`config.mk`:
```
export PLATFORM = sky130hd
export DESIGN_NAME = cpu_sequencer_flat
export DESIGN_NICKNAME = d
export VERILOG_FILES = /design/src/rtl/cpu_sequencer_if.sv /design/src/rtl/cpu_sequencer.sv /design/src/flat_wrapper.sv
export SDC_FILE = /design/constraint.sdc
export NUM_CORES = 1
export LEC_CHECK = 0
export ABC_AREA = 1
export CORE_MARGIN = 5
export CORE_UTILIZATION = 30
export CTS_BUF_LIST = sky130_fd_sc_hd__clkbuf_4 sky130_fd_sc_hd__clkbuf_8
export DETAILED_ROUTE_END_ITERATION = 7
export PLACE_DENSITY = 0.61
export SLEW_MARGIN = 5
export SYNTH_ARGS = -nofsm -noshare
export SYNTH_HDL_FRONTEND = slang
export SYNTH_SLANG_ARGS = --single-unit
```
`constraint.sdc`:
```
create_clock -name clk -period 16.4 [get_ports clk]
set_input_delay 4.92 -clock clk [delete_from_list [all_inputs] [get_ports clk]]
set_output_delay 4.92 -clock clk [all_outputs]
set_load 0.01 [all_outputs]
```
`src/rtl/cpu_sequencer_if.sv`:
```
// ============================================================================
// Module  : cpu_sequencer_if
// Brief   : Fetch / decode / ALU / data-memory handshake bundle of the sequencer.
// Revision: 1.0  initial release
// ============================================================================
`default_nettype none

interface cpu_sequencer_if;
  // instruction fetch
  logic        imem_req;
  logic [31:0] imem_addr;
  logic        imem_ack;
  logic [31:0] imem_rdata;
  // decode
  logic [31:0] instr;
  logic        dec_valid;
  logic        halt_op;
  logic        mem_op;
  // execute
  logic        alu_start;
  logic        alu_done;
  logic        pc_load;
  logic [31:0] pc_target;
  // data memory and write-back
  logic        dmem_req;
  logic        dmem_ack;
  logic        rd_we;
  // architectural status
  logic [31:0] pc;
  logic [31:0] retired;
  logic        halted;
  logic        fault;

  modport master (
    output imem_req, imem_addr, instr, dec_valid, alu_start, dmem_req, rd_we,
           pc, retired, halted, fault,
    input  imem_ack, imem_rdata, halt_op, mem_op, alu_done, pc_load, pc_target,
           dmem_ack
  );

  modport slave (
    input  imem_req, imem_addr, instr, dec_valid, alu_start, dmem_req, rd_we,
           pc, retired, halted, fault,
    output imem_ack, imem_rdata, halt_op, mem_op, alu_done, pc_load, pc_target,
           dmem_ack
  );
endinterface

`default_nettype wire

```
`src/rtl/cpu_sequencer.sv`:
```
// ============================================================================
// Module  : cpu_sequencer
// Brief   : Multi-cycle FETCH/DECODE/EXEC/MEM/WB instruction sequencer.
// Revision: 1.0  initial release
// ============================================================================
`default_nettype none

module cpu_sequencer #(
  parameter logic [31:0] RESET_PC = 32'h0000_0000,
  parameter int unsigned PC_STEP  = 4
) (
  input  logic            clk,
  input  logic            reset,
  cpu_sequencer_if.master bus
);

  localparam logic [2:0] ST_FETCH  = 3'd0;
  localparam logic [2:0] ST_DECODE = 3'd1;
  localparam logic [2:0] ST_EXEC   = 3'd2;
  localparam logic [2:0] ST_MEM    = 3'd3;
  localparam logic [2:0] ST_WB     = 3'd4;
  localparam logic [2:0] ST_HALT   = 3'd5;

  localparam logic [31:0] C_PC_STEP = 32'(PC_STEP);

  logic [2:0]  state_q,     state_d;
  logic [31:0] pc_q,        pc_d;
  logic [31:0] retired_q,   retired_d;
  logic [31:0] instr_q,     instr_d;
  logic [31:0] target_q,    target_d;
  logic        load_q,      load_d;
  logic        mem_op_q,    mem_op_d;
  logic        fault_q,     fault_d;
  logic        alu_first_q, alu_first_d;
  // Low while reset is held and until the first edge after release, so the
  // fetch request only appears once the core is actually running.
  logic        run_q;

  logic        misaligned;

  assign misaligned = bus.pc_load && (bus.pc_target[1:0] != 2'b00);

  always_comb begin
    state_d     = state_q;
    pc_d        = pc_q;
    retired_d   = retired_q;
    instr_d     = instr_q;
    target_d    = target_q;
    load_d      = load_q;
    mem_op_d    = mem_op_q;
    fault_d     = fault_q;
    alu_first_d = alu_first_q;

    case (state_q)
      ST_FETCH: begin
        if (run_q && bus.imem_ack) begin
          instr_d = bus.imem_rdata;
          state_d = ST_DECODE;
        end
      end

      ST_DECODE: begin
        if (bus.halt_op) begin
          state_d = ST_HALT;
        end else begin
          mem_op_d    = bus.mem_op;
          alu_first_d = 1'b1;
          state_d     = ST_EXEC;
        end
      end

      ST_EXEC: begin
        alu_first_d = 1'b0;
        if (bus.alu_done) begin
          load_d   = bus.pc_load;
          target_d = bus.pc_target;
          // A misaligned taken branch stops here: no write-back, PC untouched.
          if (misaligned) begin
            fault_d = 1'b1;
            state_d = ST_HALT;
          end else if (mem_op_q) begin
            state_d = ST_MEM;
          end else begin
            state_d = ST_WB;
          end
        end
      end

      ST_MEM: begin
        if (bus.dmem_ack) begin
          state_d = ST_WB;
        end
      end

      ST_WB: begin
        pc_d      = load_q ? target_q : (pc_q + C_PC_STEP);
        retired_d = retired_q + 32'd1;
        state_d   = ST_FETCH;
      end

      ST_HALT: begin
        state_d = ST_HALT;
      end

      default: begin
        state_d = ST_HALT;
      end
    endcase
  end

  always_ff @(posedge clk or posedge reset) begin
    if (reset) begin
      state_q     <= ST_FETCH;
      pc_q        <= RESET_PC;
      retired_q   <= 32'd0;
      instr_q     <= 32'd0;
      target_q    <= 32'd0;
      load_q      <= 1'b0;
      mem_op_q    <= 1'b0;
      fault_q     <= 1'b0;
      alu_first_q <= 1'b0;
      run_q       <= 1'b0;
    end else begin
      state_q     <= state_d;
      pc_q        <= pc_d;
      retired_q   <= retired_d;
      instr_q     <= instr_d;
      target_q    <= target_d;
      load_q      <= load_d;
      mem_op_q    <= mem_op_d;
      fault_q     <= fault_d;
      alu_first_q <= alu_first_d;
      run_q       <= 1'b1;
    end
  end

  // Outputs decode straight from state so reset clears them without an edge.
  assign bus.imem_req  = (state_q == ST_FETCH) && run_q;
  assign bus.imem_addr = pc_q;
  assign bus.instr     = instr_q;
  assign bus.dec_valid = (state_q == ST_DECODE);
  assign bus.alu_start = (state_q == ST_EXEC) && alu_first_q;
  assign bus.dmem_req  = (state_q == ST_MEM);
  assign bus.rd_we     = (state_q == ST_WB);
  assign bus.pc        = pc_q;
  assign bus.retired   = retired_q;
  assign bus.halted    = (state_q == ST_HALT);
  assign bus.fault     = fault_q;

endmodule

`default_nettype wire
```
`src/flat_wrapper.sv`:
```
// flat-port wrapper written by rule: the top's interface ports become plain ports
module cpu_sequencer_flat 
#(
  parameter logic [31:0] RESET_PC = 32'h0000_0000,
  parameter int unsigned PC_STEP  = 4
)
  (clk, reset, bus_imem_req, bus_imem_addr, bus_instr, bus_dec_valid, bus_alu_start, bus_dmem_req, bus_rd_we, bus_pc, bus_retired, bus_halted, bus_fault, bus_imem_ack, bus_imem_rdata, bus_halt_op, bus_mem_op, bus_alu_done, bus_pc_load, bus_pc_target, bus_dmem_ack);
  cpu_sequencer_if bus_i ();
  input  logic clk;
  input  logic reset;
  output wire logic [$bits(bus_i.imem_req)-1:0] bus_imem_req;
  output wire logic [$bits(bus_i.imem_addr)-1:0] bus_imem_addr;
  output wire logic [$bits(bus_i.instr)-1:0] bus_instr;
  output wire logic [$bits(bus_i.dec_valid)-1:0] bus_dec_valid;
  output wire logic [$bits(bus_i.alu_start)-1:0] bus_alu_start;
  output wire logic [$bits(bus_i.dmem_req)-1:0] bus_dmem_req;
  output wire logic [$bits(bus_i.rd_we)-1:0] bus_rd_we;
  output wire logic [$bits(bus_i.pc)-1:0] bus_pc;
  output wire logic [$bits(bus_i.retired)-1:0] bus_retired;
  output wire logic [$bits(bus_i.halted)-1:0] bus_halted;
  output wire logic [$bits(bus_i.fault)-1:0] bus_fault;
  input wire logic [$bits(bus_i.imem_ack)-1:0] bus_imem_ack;
  input wire logic [$bits(bus_i.imem_rdata)-1:0] bus_imem_rdata;
  input wire logic [$bits(bus_i.halt_op)-1:0] bus_halt_op;
  input wire logic [$bits(bus_i.mem_op)-1:0] bus_mem_op;
  input wire logic [$bits(bus_i.alu_done)-1:0] bus_alu_done;
  input wire logic [$bits(bus_i.pc_load)-1:0] bus_pc_load;
  input wire logic [$bits(bus_i.pc_target)-1:0] bus_pc_target;
  input wire logic [$bits(bus_i.dmem_ack)-1:0] bus_dmem_ack;
  assign bus_imem_req = bus_i.imem_req;
  assign bus_imem_addr = bus_i.imem_addr;
  assign bus_instr = bus_i.instr;
  assign bus_dec_valid = bus_i.dec_valid;
  assign bus_alu_start = bus_i.alu_start;
  assign bus_dmem_req = bus_i.dmem_req;
  assign bus_rd_we = bus_i.rd_we;
  assign bus_pc = bus_i.pc;
  assign bus_retired = bus_i.retired;
  assign bus_halted = bus_i.halted;
  assign bus_fault = bus_i.fault;
  assign bus_i.imem_ack = bus_imem_ack;
  assign bus_i.imem_rdata = bus_imem_rdata;
  assign bus_i.halt_op = bus_halt_op;
  assign bus_i.mem_op = bus_mem_op;
  assign bus_i.alu_done = bus_alu_done;
  assign bus_i.pc_load = bus_pc_load;
  assign bus_i.pc_target = bus_pc_target;
  assign bus_i.dmem_ack = bus_dmem_ack;
  cpu_sequencer #(.RESET_PC(RESET_PC), .PC_STEP(PC_STEP)) u_core (.clk(clk), .reset(reset), .bus(bus_i));
endmodule
```
Word level (Yosys, flattened, before mapping)
Index checks and enable logic that the tools add are counted.
Cells by class
  multiply operators: 0
  divide/modulo/power cells: 0
  equal/unequal tests: 9
  bitwise logic cells: 1
  shifts and indexed selects: 0
  reductions and logical operators: 13
  mux-type cells: 10
  add/sub/neg operators: 2
  magnitude comparators: 0
Operators by type and width (number)
  adder 32 x 1 -> 32 bit (second input constant): 1
  adder 32 x 3 -> 32 bit (second input constant): 1
  two-way mux 32 bit: 1
  two-way mux 3 bit: 6
  case mux 3 bit (5 select lines): 1
  AND reduction 2 bit: 4
  == test 3 x 2 -> 1 bit (second input constant): 2
  == test 3 bit (second input constant): 2
  AND reduction 3 bit: 2
  logical AND 1 bit: 4
  inequality test 2 x 1 -> 1 bit (second input constant): 2
  inequality test 2 bit (second input constant): 2
  nonzero test 2 bit: 2
  == test 3 x 1 -> 1 bit (second input constant): 1
  zero test 3 bit: 1
  case mux 1 bit (2 select lines): 1
  two-way mux 1 bit: 1
  inverter 1 bit: 1
Storage, ports and cells
  word-level logic and storage cells: 45
  memories: 0
  bits of input ports: 72
  bits in read-only memories: 0
  flip-flop bits (word level): 136
  latch bits: 0
  RAM bits: 0
  output and inout port bits: 135

Depth between registers and ports, before layout
Gate-level depths: netlist of the first run.
  depth after elaboration: 5
  depth in mapped cells: 10
  mapped depth without buffers: 10

Worst setup path before layout of the first run
Ideal clock, no wire load.
  kind: reg2out
  start: register u_core.state_q[1]
  end: output bus_rd_we
  cell stages (with the launch flop): 6
  arrival: 1.041 ns
  required time: 11.480 ns
  buffers on the path: 2
  slack: 10.439 ns
  cells stage by stage: dfrtp_1 -> inv_2 -> nand2_2 -> nor2_8 -> buf_4 -> buf_2
Between the ends
  word-level cells in the longest chain between the ends: 1
Ends and longest elaborated chain
  start: declaration: RTL line cpu_sequencer.sv:26  | logic [2:0] state_q, state_d;
  start signal: assignment: RTL line cpu_sequencer.sv:124  | state_q <= state_d;
  == test 3 bit: RTL line cpu_sequencer.sv:144  | assign bus.rd_we = (state_q == ST_WB);
  end: declaration: RTL line flat_wrapper.sv:17  | output wire logic [$bits(bus_i.rd_we)-1:0] bus_rd_we;
Every way passes these cells.

Final worst setup path of the first run
Same ends and word-level chain as after synthesis.

==> results.tsv, run 1 <==
metric	value	unit
Syn. warnings	0	
EDFF count, synth	0	
core area	24200	µm²
cell taking the most area after synthesis	dfrtp_1	
reg2reg start	u_core.load_q	
maximum buffer depth of the clock tree	2	
Setup CP Type	flip-flop to output port	
Routed WL	21200	µm
final setup margin	9.29	ns
ant diodes	0	
total power	1530	µW
CTS Sinks	136	
post-route cell area	9800	µm²
post-CTS setup buffers	0	
worst min-delay path class	flip-flop to flip-flop	
asr flop ratio synth	100	%
chip width	166	µm
vias per inst	4.46	
Netlist Area Pre-Place	7310	µm²
leakage power	0.00435	µW
drt wl/cell	14.7	µm
GRT overflow	0	
GP Congestion	0.828	
normalized max-slew margin	20.2	%
top_reg_cell synth	dfrtp_1	
Peak VDD IR	0.0737	mV
Placed Area	9390	µm²
status	completed	
Syn-to-layout area delta	34.1	%
DP HPWL	15700	µm
CP required	11.48	ns
drt first-iter violations	381	
Power Density	156	nW/µm²
Clock Latency Late Sink	0.46	ns
top-count cell post-synth	nand2_1	
hold path start	u_core.target_q[6]	
crit end category	output port	
Die ar.	27600	µm²
Worst R2R Path Depth	5	
crit path max fanout	32	
I/O pin cnt	207	
Die Ht	166	µm
initial antenna violation count	0	
antenna-violating nets left	0	
sum of negative setup slack	0	ns
Post-Syn Area per Cell	7.82	µm²
GRT Util Overall	15.6	%
Syn Nets	1008	
Critical R2R Capture	u_core.bus.imem_addr[6]	
DRT Pass-1 Iters	4	
Final period util	43.3	%
post-synth top area share	46.6	%
Root Driver	clkbuf_8	
FF-to-FF setup slack	13.22	ns
Startpoint Class	flip-flop	
final setup fails	0	
Worst EP arrival	2.19	ns
synth unique cells	35	
slew at the pin with the worst max-slew slack	1.20	ns
final hold vios	0	
via count	6435	
cts hold-fix bufs	0	
IO buf count	206	
DRC Markers	0	
pre-CTS WS	9.43	ns
synthesized instance count	934	
crit path time final	7.11	ns
max_cap viols	0	
Final Max Slew Viols	0	
Worst Hold Endpoint	u_core.target_q[6]	
filler cell count	2450	
Clk pin slew, worst setup/hold paths	0.09	ns
synth cell count leaders	328 x nand2_1, 136 x dfrtp_1, 95 x nor2_1, 88 x inv_1, 46 x nand3_1	
Min-Delay Path Depth	2	
global-route wire length before repair	35000	µm
vias in the first global route	6498	
Starting Density	30.2	%
largest cells by area after synthesis	dfrtp_1 47%, nand2_1 17%, nor2_1 4.9%	
CTS tree	done	
fmax	141	MHz
Seq/Total Area, Yosys	46.6	%
share of layout cells above drive strength 1	8.68	%
Yosys reg bits	136	
Worst Clk Skew	0.0155	ns
NumNets Final	1179	
post-CTS resize count	0	
Inserted Clock Buffers	17	
RSZ-0062 raised after global routing	false	
row cnt	57	
H-tree depth	4	
largest net degree at the start of global routing	94	
[worst max path at each step]
| stage | startpoint | end | slack (ns) | depth (start not counted) |
|---|---|---|---|---|
| floorplan | reset | u_core.alu_first_q | 7.84 | 1 |
| global placement | bus_alu_done | u_core.target_q[18] | 9.50 | 6 |
| detailed placement | bus_alu_done | u_core.target_q[4] | 9.43 | 6 |
| CTS | u_core.state_q[1] | bus_rd_we | 9.24 | 4 |
| global route | u_core.state_q[1] | bus_rd_we | 9.19 | 4 |
| finish | u_core.state_q[1] | bus_rd_we | 9.29 | 4 |
[power breakdown]
part	internal (µW)	switching (µW)	total, µW
clock network	141	154	295
logic	334	311	645
registers	460	132	592
[flip-flops by register name, summed over array words and instances (netlist names), 3 cells and up]
name and count:
u_core.bus.imem_addr 32, u_core.bus.retired 32, u_core.target_q 32, u_core.bus.instr 32, u_core.state_q 3
[critical path: stages, from the launching register on]
cell,delay (ns)
dfrtp_1,0.44
inv_2,0.10
nand2_2,0.10
nor2_8,0.42
clkdlybuf4s50_1,0.67
[cell type report]
class	count	area, µm²	area share, %
inverters	93	354	3.61
well taps	324	405	4.14
flip-flops and latches	136	3400	34.7
multi-input cells	650	3160	32.2
clock buffers	17	234	2.39
clock inverters	15	176	1.80
repair buffers	207	2070	21.1
[kinds of logic after synthesis]
kind of cell             count (synthesis)  share of synthesized area [%]
other                                    1                         0.0513
buffers and inverters                  148                           10.2
AND/OR/NAND/NOR                        521                           30.0
flip-flops                             136                           46.6
adder cells (fa/ha/maj)                  2                          0.342
multiplexers                            32                           4.93
XOR/XNOR                                19                           2.28
AO/OA/AOI/OAI                           75                           5.56
[through the flow]
stage	instances	hold WS, ns	util, %
final	1442	0.471	40.5
after floorplan	934	0.437	-
after global placement	1410	0.453	38.8
after detailed placement	1410	0.459	38.8
after CTS	1442	0.479	40.5
after global routing	1442	0.499	40.5
[cell usage in the layout, fill, tap and decap left out, drive strengths merged]
cell type,instances
nand2,336
clkdlybuf4s50,206
dfrtp,136
nor2,111
inv,103
nand3,47
o21ai,42
mux2,32
a21oi,21
clkbuf,17
nor3,15
xnor2,10
xor2,9
nand4,9
o211ai,5
nand3b,2
a21o,2
a31oi,2
a211oi,2
ha,2
bufinv,2
clkinvlp,2
nor4,1
o21bai,1
clkinv,1
buf,1
conb,1
[per-layer routing]
layer	GRT usage, %	wire [µm]	vias up
met2	24.8	9870	152
met5	0	0	-
li1	-	-	3246
met4	6.03	510	0
met3	3.19	930	30
met1	20.9	9890	3007
(Power assumes the default switching activity.)
==> inputs of run 2 (changes only) <==
Settings changed: PLACE_DENSITY 0.61 to 0.63.
Clock period 16.4 ns to 5.8 ns, I/O delays scaled along.
==> results.tsv, run 2 (synthesis gave the netlist of run 1 again) <==
metric	value	unit
commonest non-fill, non-tap cells in the layout	327 x nand2_1, 206 x clkdlybuf4s50_1, 136 x dfrtp_1	
filler cell count	2480	
maximum buffer depth of the clock tree	2	
Starting Density	30.2	%
DRC Markers	0	
Final Max Slew Viols	0	
cts hold-fix bufs	0	
fmax	256	MHz
post-CTS setup buffers	0	
crit end category	output port	
initial antenna violation count	2	
Startpoint Class	flip-flop	
Clock Latency Late Sink	0.45	ns
drt wl/cell	14.8	µm
antenna-violating nets left	0	
GP Congestion	0.788	
Syn-to-layout area delta	33.8	%
Worst Clk Skew	0.0193	ns
vias per inst	4.49	
Routed WL	21400	µm
chip width	166	µm
Placed Area	9390	µm²
GRT Util Overall	15.4	%
worst path cell trace	inv_2 > nand2_2 > nor2_8 > clkdlybuf4s50_1	
DRT Pass-1 Iters	5	
final hold vios	0	
CTS tree	done	
vias in the first global route	6416	
Reg area	3400	µm²
normalized max-slew margin	24.0	%
I/O pin cnt	207	
worst min-delay path class	flip-flop to flip-flop	
slew at the pin with the worst max-slew slack	1.14	ns
critical path's largest stage delay	0.67	ns
Critical R2R Capture	u_core.bus.imem_addr[6]	
row cnt	57	
CP required	4.06	ns
GRT overflow	0	
Inserted Clock Buffers	17	
sum of negative setup slack	0	ns
leakage power	0.00433	µW
worst setup path end	bus_rd_we	
max_cap viols	0	
CTS Sinks	136	
Setup CP Type	flip-flop to output port	
post-route cell area	9780	µm²
Peak VDD IR	0.212	mV
status	completed	
Clk pin slew, worst setup/hold paths	0.09	ns
most common cell after layout, fill and taps aside	nand2_1	
Die ar.	27600	µm²
Worst R2R Path Depth	5	
global-route wire length before repair	34600	µm
reg2reg start	u_core.load_q	
area taken by multi-input logic gates	3160	µm²
share of layout cells above drive strength 1	8.68	%
Root Driver	clkbuf_8	
Die Ht	166	µm
post-CTS resize count	0	
core area	24200	µm²
RSZ-0062 raised after global routing	false	
DP HPWL	15800	µm
final setup fails	0	
total power	4280	µW
IO buf count	206	
largest net degree at the start of global routing	107	
slowest stage cell, crit path	clkdlybuf4s50_1	
via count	6480	
FF-to-FF setup slack	2.68	ns
Critical Path Source	u_core.state_q[1]	
NumNets Final	1179	
Power Density	438	nW/µm²
H-tree depth	4	
crit path time final	3.91	ns
drt first-iter violations	461	
Worst EP arrival	2.17	ns
Final period util	67.5	%
crit path max fanout	32	
## run 2: worst min-delay path by stage
stage,start,endpoint,slack [ns],depth (start not counted)
finish,u_core.target_q[4],u_core.target_q[4],0.48,2
global route,u_core.target_q[7],u_core.target_q[7],0.51,2
CTS,u_core.target_q[29],u_core.target_q[29],0.48,2
detailed placement,u_core.target_q[29],u_core.target_q[29],0.46,2
global placement,u_core.target_q[0],u_core.target_q[0],0.46,2
floorplan,u_core.target_q[6],u_core.target_q[6],0.44,2
## run 2: critical path, delay by kind of cell (launching register included)
| kind | cells | cell delay [ns] |
|---|---|---|
| flops | 1 | 0.43 |
| simple gates | 2 | 0.49 |
| buf+inv | 2 | 0.77 |
## run 2: stage by stage
step | hold slack (ns) | setup WS (ns) | util (%) | std cells
floorplan | 0.437 | 0.421 | - | 934
global placement | 0.456 | 2.02 | 38.8 | 1410
detailed placement | 0.459 | 1.95 | 38.8 | 1410
CTS | 0.480 | 1.85 | 40.4 | 1442
global route | 0.507 | 1.79 | 40.4 | 1443
finish | 0.477 | 1.89 | 40.4 | 1443
## run 2: power by group
group	switching [µW]	internal, µW	total [µW]
clock	425	359	784
sequential	375	1300	1680
combinational	880	944	1820
## run 2: metal layers
layer | up-vias | global-route usage (%) | routed length [µm]
met5 | - | 0 | 7
met4 | 2 | 4.41 | 302
met3 | 23 | 3.40 | 973
met2 | 161 | 24.9 | 9980
met1 | 3042 | 20.9 | 10100
li1 | 3252 | - | -
## run 2: area by class of cell
type	count	area share, %
multi-input cells	650	32.3
inverters	93	3.62
diodes	1	0.0256
clock buffers	18	2.53
flip-flops and latches	136	34.8
well taps	324	4.15
clock inverters	14	1.41
repair buffers	207	21.2
